--- config.mk ---
export PLATFORM = sky130hd
export DESIGN_NAME = uart_rx_8n1
export DESIGN_NICKNAME = d
export VERILOG_FILES = /design/src/rtl/uart_pkg.sv /design/src/rtl/uart_tick_gen.sv /design/src/rtl/uart_rx_8n1.sv
export SDC_FILE = /design/constraint.sdc
export NUM_CORES = 1
export LEC_CHECK = 0
export ABC_CLOCK_PERIOD_IN_PS = 2540
export CAP_MARGIN = 10
export CORE_ASPECT_RATIO = 1.75
export CORE_UTILIZATION = 50
export DETAILED_ROUTE_END_ITERATION = 8
export PLACE_DENSITY = 0.73
export SLEW_MARGIN = 20
export SYNTH_ARGS = -nofsm -noshare
export SYNTH_HDL_FRONTEND = slang
export SYNTH_SLANG_ARGS = --single-unit
--- constraint.sdc ---
create_clock -name hwclk -period 2.54 [get_ports hwclk]
set_input_delay 0.381 -clock hwclk [delete_from_list [all_inputs] [get_ports hwclk]]
set_output_delay 0.381 -clock hwclk [all_outputs]
set_load 0.02 [all_outputs]
--- src/rtl/uart_pkg.sv ---
// Shared UART definitions: receiver FSM states, tick divider math and the default frame width.
package uart_pkg;

  typedef enum logic [2:0] {
    IDLE,
    START,
    DATA,
    PARITY,
    STOP
  } rx_state_t;

  localparam int FRAME_WIDTH_DEF = 8;

  // Integer truncation is deliberate: the receiver resyncs on every start bit.
  function automatic int calc_div(input int source_clk, input int target_clk, input int oversample);
    return source_clk / (target_clk * oversample);
  endfunction

endpackage

--- src/rtl/uart_tick_gen.sv ---
// Oversample tick divider: one-cycle tick every DIV hwclk cycles; clr holds the phase at zero.
// Latency: tick is combinational from the counter; no backpressure.
module uart_tick_gen #(
  parameter int DIV    = 78,
  parameter int CNTR_W = 16
) (
  input  logic hwclk,
  input  logic rst_n,
  input  logic clr,
  output logic tick
);

  localparam logic [CNTR_W-1:0] LAST = CNTR_W'(DIV - 1);

  logic [CNTR_W-1:0] cnt;

  assign tick = (cnt == LAST);

  always_ff @(posedge hwclk) begin
    if (!rst_n || clr) begin
      cnt <= '0;
    end else if (tick) begin
      cnt <= '0;
    end else begin
      cnt <= cnt + 1'b1;
    end
  end

endmodule

--- src/rtl/uart_rx_8n1.sv ---
// 8N1 UART receiver (8E1 when UART_RX_PARITY_EN is defined) with a one-entry valid/ready holding register.
// Latency: rx_valid rises the hwclk cycle after the mid-stop-bit sample; line passes a 2-flop synchronizer.
// Backpressure: a byte completing while the register is full and rx_ready is low is dropped and flagged on overrun.
module uart_rx_8n1
  import uart_pkg::*;
#(
  parameter int SOURCE_CLK  = 12000000,
  parameter int TARGET_CLK  = 9600,
  parameter int OVERSAMPLE  = 16,
  parameter int CNTR_W      = 16,
  parameter int FRAME_WIDTH = FRAME_WIDTH_DEF
) (
  input  logic                   hwclk,
  input  logic                   rst_n,
  input  logic                   ftdi_rx,
  output logic [FRAME_WIDTH-1:0] rx_data,
  output logic                   rx_valid,
  input  logic                   rx_ready,
  output logic                   frame_err,
  output logic                   overrun,
  output logic                   parity_err,
  output logic                   rx_busy
);

  localparam int DIV = calc_div(SOURCE_CLK, TARGET_CLK, OVERSAMPLE);
  localparam int TW  = $clog2(OVERSAMPLE);
  localparam int BW  = $clog2(FRAME_WIDTH);
  localparam logic [TW-1:0] T_MID  = TW'(OVERSAMPLE / 2 - 1);
  localparam logic [TW-1:0] T_END  = TW'(OVERSAMPLE - 1);
  localparam logic [BW-1:0] B_LAST = BW'(FRAME_WIDTH - 1);

  rx_state_t              state;
  logic                   rx_m;
  logic                   rx_s;
  logic                   armed;
  logic [TW-1:0]          tick_cnt;
  logic [BW-1:0]          bit_cnt;
  logic [FRAME_WIDTH-1:0] shreg;
  logic                   tick;
  logic                   bit_end;
`ifdef UART_RX_PARITY_EN
  logic                   par_bit;
`endif

  // Holding the divider in clear while idle phase-aligns ticks to the start edge.
  uart_tick_gen #(
    .DIV    (DIV),
    .CNTR_W (CNTR_W)
  ) u_tick_gen (
    .hwclk (hwclk),
    .rst_n (rst_n),
    .clr   (state == IDLE),
    .tick  (tick)
  );

  assign bit_end = tick && (tick_cnt == T_END);
  assign rx_busy = (state != IDLE);

`ifndef UART_RX_PARITY_EN
  assign parity_err = 1'b0;
`endif

  always_ff @(posedge hwclk) begin
    if (!rst_n) begin
      state     <= IDLE;
      rx_m      <= 1'b1;
      rx_s      <= 1'b1;
      armed     <= 1'b0;
      tick_cnt  <= '0;
      bit_cnt   <= '0;
      shreg     <= '0;
      rx_data   <= '0;
      rx_valid  <= 1'b0;
      frame_err <= 1'b0;
      overrun   <= 1'b0;
`ifdef UART_RX_PARITY_EN
      par_bit    <= 1'b0;
      parity_err <= 1'b0;
`endif
    end else begin
      rx_m      <= ftdi_rx;
      rx_s      <= rx_m;
      frame_err <= 1'b0;
      overrun   <= 1'b0;
`ifdef UART_RX_PARITY_EN
      parity_err <= 1'b0;
`endif
      if (rx_valid && rx_ready) rx_valid <= 1'b0;

      case (state)
        IDLE: begin
          tick_cnt <= '0;
          bit_cnt  <= '0;
          if (rx_s) begin
            armed <= 1'b1;
          end else if (armed) begin
            armed <= 1'b0;
            state <= START;
          end
        end
        START: if (tick) begin
          if (tick_cnt == T_MID) begin
            tick_cnt <= '0;
            state    <= rx_s ? IDLE : DATA;
          end else begin
            tick_cnt <= tick_cnt + 1'b1;
          end
        end
        DATA: if (tick) begin
          if (tick_cnt == T_END) begin
            tick_cnt <= '0;
            shreg    <= {rx_s, shreg[FRAME_WIDTH-1:1]};
            bit_cnt  <= bit_cnt + 1'b1;
`ifdef UART_RX_PARITY_EN
            if (bit_cnt == B_LAST) state <= PARITY;
`else
            if (bit_cnt == B_LAST) state <= STOP;
`endif
          end else begin
            tick_cnt <= tick_cnt + 1'b1;
          end
        end
`ifdef UART_RX_PARITY_EN
        PARITY: if (tick) begin
          if (tick_cnt == T_END) begin
            tick_cnt <= '0;
            par_bit  <= rx_s;
            state    <= STOP;
          end else begin
            tick_cnt <= tick_cnt + 1'b1;
          end
        end
`endif
        STOP: if (tick) begin
          if (bit_end) begin
            tick_cnt <= '0;
            state    <= IDLE;
            // A framing error outranks a parity error; either discards the byte.
            if (!rx_s) begin
              frame_err <= 1'b1;
`ifdef UART_RX_PARITY_EN
            end else if (^{shreg, par_bit}) begin
              parity_err <= 1'b1;
`endif
            end else if (!rx_valid || rx_ready) begin
              rx_data  <= shreg;
              rx_valid <= 1'b1;
            end else begin
              overrun <= 1'b1;
            end
          end else begin
            tick_cnt <= tick_cnt + 1'b1;
          end
        end
        default: state <= IDLE;
      endcase
    end
  end

endmodule

==> impl_metrics.toml <==
[worst_setup_path]
end_kind = "output pin"
crit_type = "reg2out"
required_ns = 2.16
cp-startpoint = "state[0]"
worst-path-max-fanout = 10
cp.arrival_ns = 1.84
r2r_start = "u_tick_gen.cnt[0]"
start_kind = "flip-flop"

[detailed_routing]
dr_total_vias = 1570
viasPerCell = 5.36
drc = 0
routed_wl_mm = 3.74
drtAntennaViolNets = 0
routedWlPerCell_um = 12.8
drt_pass1_iterations = 4
first_iter_violations = 14

[synthesis]
ys_types = 38
postSynth.asyncResetShare_pct = 0
seq_area_frac_synth_pct = 45.5
synthesis.area_um2 = 2110
synthMuxAreaShare_pct = 9.06
synth_xor_area_share_pct = 6.22
ys_ff_latch = 48
ys_dominant_reg_cell = "dfxtp_1"
yosys_warnings = 0
synth_top_family_by_area = "simple AND/OR/NAND/NOR gates"
synth_edf_count = 0
synth_fa_ha_area_share_pct = 2.96
syn_inst = 227
syn_nets = 236
synth_compound_area_share_pct = 5.21
yosys.area_share.simple_pct = 28.1
avgSynthCellArea_um2 = 9.31

[clocking]
clockBufferDepth = 2
cts_tree = "yes"
htreeDepth = 2
clkLatencyLatePin_ns = 0.30
clock-root-buffer = "clkbuf_8"
cts_sinks = 48
holdBufCountCts = 0
ctsResizeCount = 0
cts_setup_buffers = 0
clkTransAtPathRegs_ns = 0.09
cts_made_buffers = 5

[timing]
slew_violations = 0
rsz0062_at_grt = "no"
hold_violations = 0
fmax_mhz = 451
tns_ns = 0
setup_viol = 0
worst_slew_pin_slew_ns = 0.553
fin_skew_ns = 0.00920
period_share_pct = 87.3
slew_headroom_pct = 63.2
fin_crit_ns = 2.22
hold_slack_ns = 0.415

[floorplan]
num_io_pins = 17
die_y_um = 88
die_area_um2 = 4500
core_area_um2 = 3980
std_cell_rows = 30
initial_utilization_pct = 53.1
chipWidth_um = 51.1

[global_routing]
grtUsageTotal_pct = 18.8
grt_pass1_vias = 1467
gr-total-overflow = 0
antenna_found_initial = 0
grt_max_degree = 28
grt_pass1_wl_mm = 6.32

[placed_design]
portBuffers = 15
hpwl_mm = 2.71
place_inst = 285
gp_congestion = 0.789

[power]
peakVddDrop_mv = 0.389
p_per_area_nw_per_um2 = 530
finalPower_mw = 1.28
p_leak_nw = 0.813

[layout]
synthToLayoutAreaGrowth_pct = 14.3
utilization_pct = 60.7
final_cells = 293
final_cell_mix = "dfxtp_1 (48), nor2_1 (44), mux2i_1 (18)"
layout_commonest_cell = "dfxtp_1"
drive_gt1_share_pct = 8.57
antenna_cells = 0
fin_nets = 253
nFillCells = 374

[worst_hold_path]
hp-start = "rx_m"
hold_path.class = "reg2reg"

[outcome]
outcome = "finished clean"

[run]
cap_violations = 0
cell type report:
type | count | area [µm²] | area share [%]
clock buffer | 6 | 82.6 | 3.42
inverter | 5 | 18.8 | 0.777
tap | 48 | 60.1 | 2.49
sequential | 48 | 961 | 39.8
multi-input combinational | 165 | 1100 | 45.5
clock inverter | 2 | 15.0 | 0.621
timing repair buffer | 19 | 180 | 7.46
power breakdown:
group | internal [mW] | switching (mW) | total, mW
logic | 0.0153 | 0.0242 | 0.0395
clock network | 0.221 | 0.261 | 0.481
registers | 0.756 | 0.00468 | 0.761
flip-flops by register name (all words and copies together) (netlist names):
| name | count |
|---|---|
| armed | 1 |
| bit_cnt | 3 |
| frame_err | 1 |
| overrun | 1 |
| rx_data | 8 |
| rx_m | 1 |
| rx_s | 1 |
| rx_valid | 1 |
| shreg | 8 |
| state | 3 |
| tick_cnt | 4 |
| u_tick_gen.cnt | 16 |
Yosys cell counts (all sizes together), types with 5 or more instances:
library cell / instances / area [µm²]
nand3: 10 / 50.1
ha: 5 / 62.6
xnor2: 7 / 61.3
dfxtp: 48 / 961
and3: 7 / 46.3
nand4: 5 / 46.3
xor2: 8 / 70.1
mux2i: 18 / 180
nor3: 7 / 35.0
nand2: 14 / 52.6
clkbuf: 6 / 22.5
a21oi: 7 / 35.0
nor2: 44 / 165
critical path, cell delays in order (launching register included):
cell	delay, ns
dfxtp_1	0.41
or3_1	0.53
clkdlybuf4s50_1	0.59
metrics by stage:
step                setup slack, ns  area, µm²
floorplan                     0.594       2110
global placement              0.571       2320
detailed placement            0.554       2320
CTS                           0.311       2420
global route                  0.211       2420
finish                        0.322       2420
worst paths after layout:
kind | cells after the start | slack [ns] | to
max | 2 | 0.32 | rx_busy
min | 1 | 0.41 | rx_s
max reg2reg | 6 | 0.54 | tick_cnt[3]
min reg2reg | 1 | 0.41 | rx_s
cells by family after synthesis:
group | Yosys count
simple gates | 107
flops | 48
mux | 19
compound gates | 18
xor+xnor | 15
buf+inv | 14
fa+ha+maj | 5
other cells | 1
per-layer routing:
metal	track usage [%]	share of wire, %	routed length, µm	up-vias
li1	-	-	-	816
met1	19.4	44	1640	730
met2	34.7	52	1930	17
met3	3.82	1.9	70	7
met4	9.85	2.3	87	0
met5	0	0	0	-
Power figures use the tool's default switching activity.
